### config.mk
export PLATFORM = sky130hd
export DESIGN_NAME = alu_div_sequencer
export DESIGN_NICKNAME = d
export VERILOG_FILES = /design/src/rtl/alu_div_sequencer.sv
export SDC_FILE = /design/constraint.sdc
export NUM_CORES = 1
export LEC_CHECK = 0
export CORE_ASPECT_RATIO = 0.5
export CORE_MARGIN = 3
export CORE_UTILIZATION = 35
export DETAILED_ROUTE_END_ITERATION = 12
export GPL_TIMING_DRIVEN = 0
export SYNTH_ARGS = -nofsm -noshare
export SYNTH_HDL_FRONTEND = slang
export SYNTH_SLANG_ARGS = --single-unit
### constraint.sdc
create_clock -name clk -period 3.13 [get_ports clk]
set_clock_uncertainty 0.15 [all_clocks]
set_input_delay 0.626 -clock clk [delete_from_list [all_inputs] [get_ports clk]]
set_output_delay 0.626 -clock clk [all_outputs]
set_load 0.1 [all_outputs]
### src/rtl/alu_div_sequencer.sv
// alu_div_sequencer: multi-cycle RV32M DIV/DIVU/REM/REMU sequencer that borrows
// the shared execute-stage ALU while busy, producing one quotient bit per
// iteration by restoring division (LTU compare, then SUB restore when needed).
//
// Ports
//   clk, rst_n          clock, asynchronous active-low reset
//   start, op           request (sampled only when idle); 00 DIV 01 DIVU 10 REM 11 REMU
//   dividend, divisor   rs1 / rs2, captured with start
//   flush               synchronous abort back to idle, result untouched
//   busy                high whenever not idle (ALU mux select)
//   done, result        one-cycle completion pulse and held result
//   alu_op/alu_a/alu_b  operation and operands driven to the shared ALU
//   alu_result, alu_ltu same-cycle ALU difference and unsigned less-than flag
module alu_div_sequencer #(
  parameter int unsigned WIDTH     = 32,
  parameter bit          FAST_SPEC = 1'b1
) (
  input  logic             clk,
  input  logic             rst_n,
  input  logic             start,
  input  logic [1:0]       op,
  input  logic [WIDTH-1:0] dividend,
  input  logic [WIDTH-1:0] divisor,
  input  logic             flush,
  output logic             busy,
  output logic             done,
  output logic [WIDTH-1:0] result,
  output logic [3:0]       alu_op,
  output logic [WIDTH-1:0] alu_a,
  output logic [WIDTH-1:0] alu_b,
  input  logic [WIDTH-1:0] alu_result,
  input  logic             alu_ltu
);

  localparam int unsigned CNT_W = 5;
  localparam logic [3:0]  ALU_ADD = 4'd0;
  localparam logic [3:0]  ALU_SUB = 4'd1;
  localparam logic [3:0]  ALU_LTU = 4'd2;
  localparam logic [WIDTH-1:0] W_MIN  = {1'b1, {(WIDTH-1){1'b0}}};
  localparam logic [WIDTH-1:0] W_ONES = {WIDTH{1'b1}};

  typedef enum logic [1:0] {S_IDLE, S_CMP, S_SUB, S_FIN} state_t;

  state_t             r_state;
  state_t             w_state_nxt;
  logic [WIDTH-1:0]   r_rem;
  logic [WIDTH-1:0]   r_quo;
  logic [WIDTH-1:0]   r_dvd;
  logic [WIDTH-1:0]   r_dsr;
  logic [CNT_W-1:0]   r_cnt;
  logic               r_neg_q;
  logic               r_neg_r;
  logic               r_is_rem;

  // Operand conditioning at capture time
  logic               w_signed;
  logic               w_dvd_neg;
  logic               w_dsr_neg;
  logic [WIDTH-1:0]   w_dvd_abs;
  logic [WIDTH-1:0]   w_dsr_abs;
  logic               w_div_zero;
  logic               w_ovf;
  logic               w_special;
  logic [WIDTH-1:0]   w_shifted;
  logic               w_last;

  assign w_signed   = ~op[0];
  assign w_dvd_neg  = w_signed & dividend[WIDTH-1];
  assign w_dsr_neg  = w_signed & divisor[WIDTH-1];
  assign w_dvd_abs  = w_dvd_neg ? (~dividend + WIDTH'(1)) : dividend;
  assign w_dsr_abs  = w_dsr_neg ? (~divisor + WIDTH'(1)) : divisor;
  assign w_div_zero = (divisor == '0);
  assign w_ovf      = w_signed & (dividend == W_MIN) & (divisor == W_ONES);
  assign w_special  = FAST_SPEC & (w_div_zero | w_ovf);
  assign w_shifted  = {r_rem[WIDTH-2:0], r_dvd[WIDTH-1]};
  assign w_last     = (r_cnt == '0);
  assign busy       = (r_state != S_IDLE);

  // State register
  always_ff @(posedge clk or negedge rst_n) begin
    if (!rst_n) r_state <= S_IDLE;
    else        r_state <= w_state_nxt;
  end

  // Next state and ALU drive
  always_comb begin
    w_state_nxt = r_state;
    alu_op      = ALU_ADD;
    alu_a       = '0;
    alu_b       = '0;
    case (r_state)
      S_IDLE: begin
        if (start) w_state_nxt = w_special ? S_FIN : S_CMP;
      end
      S_CMP: begin
        alu_op = ALU_LTU;
        alu_a  = w_shifted;
        alu_b  = r_dsr;
        if (!alu_ltu)    w_state_nxt = S_SUB;
        else if (w_last) w_state_nxt = S_FIN;
      end
      S_SUB: begin
        alu_op      = ALU_SUB;
        alu_a       = r_rem;
        alu_b       = r_dsr;
        w_state_nxt = w_last ? S_FIN : S_CMP;
      end
      S_FIN: w_state_nxt = S_IDLE;
      default: w_state_nxt = S_IDLE;
    endcase
    if (flush) w_state_nxt = S_IDLE;
  end

  // Datapath: capture, shift/compare, restore, sign fix-up
  always_ff @(posedge clk or negedge rst_n) begin
    if (!rst_n) begin
      r_rem    <= '0;
      r_quo    <= '0;
      r_dvd    <= '0;
      r_dsr    <= '0;
      r_cnt    <= '0;
      r_neg_q  <= 1'b0;
      r_neg_r  <= 1'b0;
      r_is_rem <= 1'b0;
      done     <= 1'b0;
      result   <= '0;
    end else begin
      done <= 1'b0;
      if (!flush) begin
        case (r_state)
          S_IDLE: begin
            if (start) begin
              r_dvd    <= w_dvd_abs;
              r_dsr    <= w_dsr_abs;
              r_cnt    <= CNT_W'(WIDTH - 1);
              r_is_rem <= op[1];
              if (w_special) begin
                // Raw results, no sign correction
                r_neg_q <= 1'b0;
                r_neg_r <= 1'b0;
                r_quo   <= w_div_zero ? W_ONES : W_MIN;
                r_rem   <= w_div_zero ? dividend : '0;
              end else begin
                r_neg_q <= w_dvd_neg ^ w_dsr_neg;
                r_neg_r <= w_dvd_neg;
                r_quo   <= '0;
                r_rem   <= '0;
              end
            end
          end
          S_CMP: begin
            r_rem <= w_shifted;
            r_dvd <= {r_dvd[WIDTH-2:0], 1'b0};
            r_quo <= {r_quo[WIDTH-2:0], ~alu_ltu};
            if (alu_ltu && !w_last) r_cnt <= r_cnt - CNT_W'(1);
          end
          S_SUB: begin
            r_rem <= alu_result;
            if (!w_last) r_cnt <= r_cnt - CNT_W'(1);
          end
          S_FIN: begin
            if (r_is_rem) result <= r_neg_r ? (~r_rem + WIDTH'(1)) : r_rem;
            else          result <= r_neg_q ? (~r_quo + WIDTH'(1)) : r_quo;
            done <= 1'b1;
          end
          default: ;
        endcase
      end
    end
  end

endmodule

==> impl.org, run 1 <==
** Clock tree
- Clock-pin slew on the worst setup and hold paths :: 0.08 ns
- TritonCTS built the clock tree.
- In this run, CTS created clock tree buffers numbering 17.
- Count of H-tree levels built during CTS :: 4
- Maximum buffer depth of the clock tree :: 2
- Buffer type at the clock tree root :: clkbuf_16
- For the worst-skew pair, the clock arrives at the later sink with an insertion delay of 0.46 ns.
- Hold repair after CTS inserted 0 buffers.
- Clock sink total :: 171

** Logic synthesis
- Synthesis instantiated 66 different standard cells from the library.
- Most numerous cell in the Yosys netlist :: nand2_1
- Number of enable flip-flop cells after synthesis :: 0
- Sequential cells were found to cover 36.3% of the synthesized design area.
- Synthesis handed over a netlist of 1427 instances.
- Synth top cells by count :: 204 x nand2_1, 171 x dfrtp_1, 113 x clkbuf_1, 113 x nor2_1, 84 x o21ai_0
- The Yosys step of the flow raised 0 warnings.
- Largest area contributor in the netlist :: dfrtp_1
- After synthesis, the largest area contributor takes up 36.3% of total cell area.
- Each instance of the synthesized netlist takes up on average 8.26 µm².
- Share of synthesized registers carrying an async set or reset :: 100%
- Leading cell types by total area after synthesis :: dfrtp_1 36%, nand2_1 6.5%, xor2_1 3.9%
- In this run the cell area of the synthesized design comes to 11800 µm².
- Number of register bits inferred by synthesis :: 171
- Most common flop cell mapped by yosys :: dfrtp_1

** Outcome
- Result of the run :: finished with violations
- Failing checks :: hold timing

** Finish
- Flip-flop and latch area :: 4280 µm²
- Post-route core utilization :: 47.7%
- Once layout is complete, the cells apart from fillers number 2094.
- Summing all multi-input logic gate instances after layout gives 7230 µm².
- From synthesis to final layout, the design area changed by 31.0%.
- Layout cell share with drive strength beyond 1 :: 14.0%
- After routing the design area is 15400 µm².
- The repair_antennas step left the layout with diodes totalling 0.
- Nets :: 1764
- Fill cell count :: 3134

** Global route
- Overall routing resource usage :: 25.5%
- Number of antenna violations at the first check in global routing :: 1
- The total overflow left after global routing is 0.
- Entering global routing, the biggest net connects 93 pins.
- Vias in the first global route :: 11700
- The first global-routing pass estimated 70600 µm of wire.

** Critical path
- Setup slack on the worst reg-to-reg path comes out at 0.14 ns.
- Critical path type :: in -> reg
- The worst setup path is captured at a flop.
- Req. time, crit path :: 3.33 ns
- STA classifies the critical path startpoint as an input pin.
- Critical path arrival :: 3.32 ns
- Crit-path max FO :: 6

** Detailed routing
- DRC violations left :: 0
- Dividing the detail-routed via count by the number of cells gives 5.81.
- Total wirelength of the detailed-routed design :: 46200 µm
- Number of iterations in the first detailed-routing pass :: 6
- After detailed routing, the average wire length per cell comes to 22.1 µm.
- For this block, the via count after detailed routing is 12200.
- The detailed router finished its first iteration with 1146 violations.
- The detail route stage leaves a number of antenna-violating nets equal to 0.

** Timing
- Hold Slack :: -0.0293 ns
- Based on the critical path, the design can be clocked at up to 321 MHz.
- Final clock period utilization by the worst path :: 99.6%
- Worst slew pin tran :: 0.990 ns
- Subtracting the final worst setup slack from the clock period gives 3.12 ns.
- Setup slack closes at 0.0112 ns.
- Setup repair after global routing could not meet its margin everywhere.
- Hold Violations, Final :: 10
- Count of pins over their slew limit :: 0
- The worst pin sits at a relative slew slack of 33.1%.
- Final setup fails :: 0

** Floorplanning
- DIE AREA :: 36100 µm²
- Die height :: 136 µm
- Area of the core :: 32400 µm²
- Initial Util :: 36.4%
- Ports placed on the boundary :: 205
- Horizontal die dimension :: 266 µm
- Standard-cell row count :: 46

** Place
- After detailed placement, the design holds a cell count of 2061.
- At the end of routability-driven placement, the weighted congestion stood at 0.914.
- Prior to clock tree synthesis, the placed netlist has a worst setup slack of -1.35 ns.
- Post-place instance area :: 14600 µm²
- Post-detailed-placement half-perimeter wirelength :: 35600 µm
- Count of buffers from port buffering :: 200

** Worst hold path
- Hold WC Path Type :: in -> async

** Pwr
- In this run the static leakage power is 5.95 nW.
- PwrDens :: 755 nW/µm²
- IR analysis of the VDD net gives a maximum drop of 0.000385 V.

** Flow run
- Max-cap violations :: 0
## final timing paths
| check | from | end | depth (start not counted) |
|---|---|---|---|
| max | dividend[0] | r_neg_r$_DFFE_PN0P_ | 8 |
| min | rst_n | r_dsr[7]$_DFFE_PN0P_ | 1 |
| max reg2reg | r_quo[2]$_DFFE_PN0P_ | result[27]$_DFFE_PN0P_ | 7 |
| min reg2reg | r_dsr[3]$_DFFE_PN0P_ | r_dsr[3]$_DFFE_PN0P_ | 2 |
| max in group asynchronous | rst_n | r_quo[25]$_DFFE_PN0P_ | 2 |
| min in group clk | r_dsr[3]$_DFFE_PN0P_ | r_dsr[3]$_DFFE_PN0P_ | 2 |
## repair_timing
item,in CTS,in global routing
buffers inserted,3,2
gates resized for setup,468,34
endpoints found under the setup margin,144,133
pin swaps,2,1
## critical path, stage by stage
cell and delay, ns:
clkdlybuf4s50_1 0.51, inv_1 0.14, ha_1 0.21, or4b_2 0.59, clkbuf_1 0.22, nor3_1 0.35, nand4_1 0.35, a32o_1 0.33
## metrics by stage
stage          setup TNS [ns]  hold slack (ns)  power [mW]
4_1_cts                     0           0.0159        11.6
3_5_place_dp          -121.58            0.314        9.23
5_1_grt               -0.0609           0.0218        12.2
6_report                    0          -0.0293        11.7
3_3_place_gp         -1158.64            0.304        9.12
2_1_floorplan               0            0.180        7.51
## area by class of cell
type,instances,area share (%)
plain buffers,133,4.06
flip-flops and latches,171,27.7
multi-input cells,1095,46.8
well taps,432,3.50
inverters,25,0.608
clock inverters,14,1.16
clock buffers,18,2.84
repair buffers,206,13.3
## layer usage
layer	routed length [µm]	global-route usage [%]
met1	20500	34.5
met2	21600	41.6
met3	2880	4.45
met4	1230	8.42
met5	13	0
## sequential cells by signal, indices dropped and copies added, names as in the netlist
signal    cells
result       32
r_is_rem      1
r_dsr        32
r_rem        32
done          1
r_cnt         5
r_quo        32
r_neg_q       1
r_state       2
r_neg_r       1
r_dvd        32
## cells by family (layout without fill, tap and decap cells)
group	Yosys count	after routing	synth area share, %
xor gates and xnor gates	93	93	6.91
other	1	2	0.0318
DFF	171	171	36.3
adders and majority gates	12	12	1.27
AOI/OAI and AO/OA	375	375	23.1
muxes	28	28	2.40
and+or+nand+nor	585	585	24.5
buffers and inverters	162	396	5.49
## where the power goes
part	internal (mW)	leakage (nW)	total [mW]	switching (mW)
clock	1.30	0.307	2.32	1.02
combinational	1.77	3.53	5.72	3.95
sequential	2.95	2.11	3.62	0.674
total	6.01	5.95	11.7	5.65
## cells in the final DEF, fill, tap and decap left out, drive strengths merged, types with 4 or more instances in the layout
cell type,Yosys,routed
o221ai,10,10
o21ai,84,84
o211ai,15,15
or2,7,7
or4,20,20
nand3,29,29
a31oi,77,77
clkinv,1,4
nand4,18,18
a21oi,35,35
a22oi,37,37
nor4,22,22
dlygate4sd2,0,7
clkbuf,113,125
or3,23,23
nor3b,4,4
nor3,34,34
o31ai,28,28
o21a,6,6
mux2i,26,26
nand2b,13,13
a41oi,5,5
dfrtp,171,171
nor2b,36,36
nor2,113,113
o41ai,20,20
nand2,204,204
ha,12,12
nor4b,8,8
xnor2,40,40
clkdlybuf4s50,0,125
a22o,31,31
and3,10,10
xor2,53,53
inv,24,32
and2,35,35
o22ai,5,5
buf,24,96
(Power assumes the default switching activity.)
==> inputs of run 2 (changes only) <==
Settings changed: CAP_MARGIN from default to 0, CORE_UTILIZATION 35 to 50, GPL_TIMING_DRIVEN 0 to 1, PLACE_DENSITY from default to 0.76.
==> run 2 against run 1 <==
Effect of this change: the run now ends clean; maximum frequency is 1.9% higher; clock power hardly changed; die area is 29% lower; via count is 1.0% lower; total power hardly changed; sequential power is 8.0% higher; critical path depth is 3 lower; wire length is 17% lower; critical path type is now reg -> out; largest cell class unchanged.
==> impl.org, run 2 (synthesis results as in run 1) <==
** Outcome
- Result of the run: completed (was finished with violations).

** Timing
- Final clock period utilization by the worst path :: 97.7% (was 99.6%)
- Worst slew pin tran :: 1.17 ns (was 0.990 ns)
- Count of pins over their slew limit :: 0 (unchanged)
- The hold violation count in the final report was 0 (was 10).
- The worst hold-check slack came to 0.00501 ns (was -0.0293 ns).
- The total setup violations reported at the end of the flow was 0 (unchanged).
- The final critical-path required period came to 3.06 ns (was 3.12 ns).
- The headroom to the max-slew limit came to 22.3% (was 33.1%).
- Maximum clock frequency :: 327 MHz (was 321 MHz)

** Clock tree
- Maximum buffer depth of the clock tree :: 2 (unchanged)
- Number of CTS-inserted buffers :: 17 (unchanged)
- Number of hold buffers added after CTS :: 0 (unchanged)
- TritonCTS clock tree :: built (unchanged)
- The total clock sinks is 171 (unchanged).
- Buffer type at the clock tree root :: clkbuf_16 (unchanged)
- Count of H-tree levels built during CTS :: 4 (unchanged)
- The clock-pin slew on the worst setup and hold paths came to 0.07 ns (was 0.08 ns).
- The clock latency on the worst-skew pair is 0.45 ns (was 0.46 ns).

** Pwr
- The combinational cell fraction of total power is 46.8% (was 49.1%).
- Part of the total power dissipated in sequential elements :: 33.5% (was 31.0%)
- The power density relative to cell area was 724 nW/µm² (was 755 nW/µm²).
- The standby leakage power came to 6.36 nW (was 5.95 nW).
- The internal power summed over all cells was 6.21 mW (was 6.01 mW).
- Net load switching power :: 5.46 mW (was 5.65 mW)
- The switching part of the total was 46.8% (was 48.4%).
- Clock power share :: 19.7% (was 19.9%)
- The maximum vdd drop was 0.000629 V (was 0.000385 V).

** Place
- The number of buffers added on ports was 202 (was 200).
- The routability congestion estimate from global placement came to 0.918 (was 0.914).
- The number of placed instances, taps included is 1911 (was 2061).
- Post-detailed-placement half-perimeter wirelength :: 27700 µm (was 35600 µm)

** Detailed routing
- Routed Antenna Nets :: 0 (unchanged)
- Routed wirelength normalized by instance count :: 19.8 µm (was 22.1 µm)
- Via count normalized by instance count :: 6.19 (was 5.81)
- The vias after detailed routing was 12000 (was 12200).
- The remaining routing DRC violations came to 0 (unchanged).
- DRT iter0 DRCs :: 1401 (was 1146)
- The number of optimization iterations in the first detailed-route pass came to 9 (was 6).
- Total wirelength of the detailed-routed design :: 38500 µm (was 46200 µm)

** Critical path
- The sum of buffers and inverters on the critical path is 3 (unchanged).
- Req. time, crit path :: 2.35 ns (was 3.33 ns)
- Crit end category :: primary output (was flop)
- The kind of cell adding the most delay to the critical path is buffers and inverters (was simple AND/OR/NAND/NOR gates).
- The maximum fanout along the worst path came to 103 (was 6).
- The startpoint-to-endpoint class of the critical path is reg -> out (was in -> reg).
- The worst-path cell with the longest stage delay was dfrtp_1 (was or4b_2).
- Critical-path cell list :: inv_1 > ha_2 > buf_16 > and2_1 > buf_12 (was clkdlybuf4s50_1 > inv_1 > ha_1 > or4b_2 > clkbuf_1 > nor3_1 > nand4_1 > a32o_1)
- Startpoint types :: flop (was input pin)
- Critical path arrival :: 2.28 ns (was 3.32 ns)
- Delay of the slowest cell on the worst path :: 0.47 ns (was 0.59 ns)

** Floorplanning
- Area of the core :: 23000 µm² (was 32400 µm²)
- Horizontal die dimension :: 223 µm (was 266 µm)
- The vertical die dimension is 115 µm (was 136 µm).
- Initial Util :: 51.3% (was 36.4%)
- Standard-cell row count :: 39 (was 46)
- Ports placed on the boundary :: 205 (unchanged)
- The die area came to 25600 µm² (was 36100 µm²).

** Finish
- Total area of multi-input combinational cells :: 7150 µm² (was 7230 µm²)
- Most frequent cells in the layout :: 204 x nand2_1, 171 x dfrtp_1, 136 x buf_4 (was 204 x nand2_1, 171 x dfrtp_1, 125 x clkdlybuf4s50_1)
- The most common library cell in the layout ignoring fill and taps is nand2_1 (unchanged).
- Fill cell count :: 1759 (was 3134)
- Nets :: 1739 (was 1764)
- The combined flip-flop and latch cell area was 4280 µm² (unchanged).
- The number of non-filler instances in the completed layout is 1945 (was 2094).
- Post-route core utilization :: 70.1% (was 47.7%)
- The share of cells above drive strength 1 is 20.1% (was 14.0%).
- The growth of design area from synthesis to finish is 36.6% (was 31.0%).

** Global route
- Overall routing resource usage :: 29.8% (was 25.5%)
- First-pass GRT wire length :: 61200 µm (was 70600 µm)
- Vias in the first global route :: 11300 (was 11700)
- The maximum number of pins on one net before global-route repair is 104 (was 93).
- Number of antenna violations at the first check in global routing :: 1 (unchanged)
- The final global-route overflow total came to 0 (unchanged).

** Flow run
- The max-capacitance violation count came to 0 (unchanged).

** Worst hold path
- The class of the most critical hold timing path is in -> async (unchanged).
run 2: cell types whose count changed in the layout (fill, tap and decap cells not counted), sizes merged, moves of 3 or more:
cell and change:
dlygate4sd2 -7, dlymetal6s2s -3, clkdlybuf4s50 -24, buf +117, clkinvlp +3, clkbuf -107
inv -3
run 2: what timing repair did:
item | in CTS | in global routing
setup endpoints to repair | 0 | 33
resized for setup | 0 | 1
setup buffers | 0 | 1
run 2: layout make-up:
cell class                      instances  area share, %
Clock inverter                         14           1.13
Tap cell                              307           2.39
Multi-Input combinational cell       1095           44.4
Sequential cell                       171           26.6
Timing Repair Buffer                  314           22.2
Clock buffer                           18           2.73
Antenna cell                            1         0.0155
Inverter                               25          0.583
run 2: power by group through the flow:
| stage | logic [mW] | registers, mW | clock network [mW] |
|---|---|---|---|
| 5_1_grt | 5.82 | 4.00 | 2.41 |
| 6_report | 5.46 | 3.91 | 2.29 |
| 4_1_cts | 5.43 | 3.86 | 2.31 |
| 3_5_place_dp | 5.41 | 3.89 | 0 |
| 3_3_place_gp | 5.29 | 3.83 | 0 |
| 2_1_floorplan | 3.26 | 4.25 | 0 |
run 2: path summary, 6_finish.rpt:
| check | from | endpoint | slack, ns | depth (start not counted) |
|---|---|---|---|---|
| max reg2reg | r_rem[3]$_DFFE_PN0P_ | result[15]$_DFFE_PN0P_ | 0.23 | 6 |
| min | rst_n | r_rem[8]$_DFFE_PN0P_ | 0.005 | 1 |
| min in group clk | r_dsr[7]$_DFFE_PN0P_ | r_dsr[7]$_DFFE_PN0P_ | 0.33 | 2 |
| max in group asynchronous | rst_n | r_dvd[28]$_DFFE_PN0P_ | 1.98 | 2 |
| min reg2reg | r_dsr[7]$_DFFE_PN0P_ | r_dsr[7]$_DFFE_PN0P_ | 0.33 | 2 |
| max | r_state[0]$_DFFE_PN0P_ | alu_b[30] | 0.07 | 5 |
run 2: routing by layer:
metal / global-route usage (%) / up-vias / routed length [µm]
met5: 0 / - / 0
met4: 9.01 / 0 / 858
met3: 7.25 / 78 / 3390
met2: 47.6 / 536 / 18100
met1: 40.3 / 5885 / 16100
li1: - / 5531 / -
run 2: through the flow:
step	area, µm²	power [mW]	worst slack [ns]	TNS, ns
finish	16100	11.7	0.0706	0
global route	16100	12.2	-0.000359	-0.000359
CTS	16100	11.6	0.00248	0
detailed placement	15500	9.30	-0.355	-10.77
global placement	15500	9.13	-0.304	-9.83
floorplan	12100	7.51	0.0318	0
run 2: worst reg2reg max path: stages, from the launching register on:
cell      delay (ns)
dfrtp_1         0.51
nor4_2          0.41
buf_4           0.23
nand4_1         0.38
o41ai_1         0.49
mux2i_1         0.43
o211ai_1        0.16
==> inputs of run 3 (changes only) <==
Settings changed: CTS_CLUSTER_SIZE from default to 30.
==> results of run 3 <==
No change in the layout: final DEF, timing and power equal those of run 2.
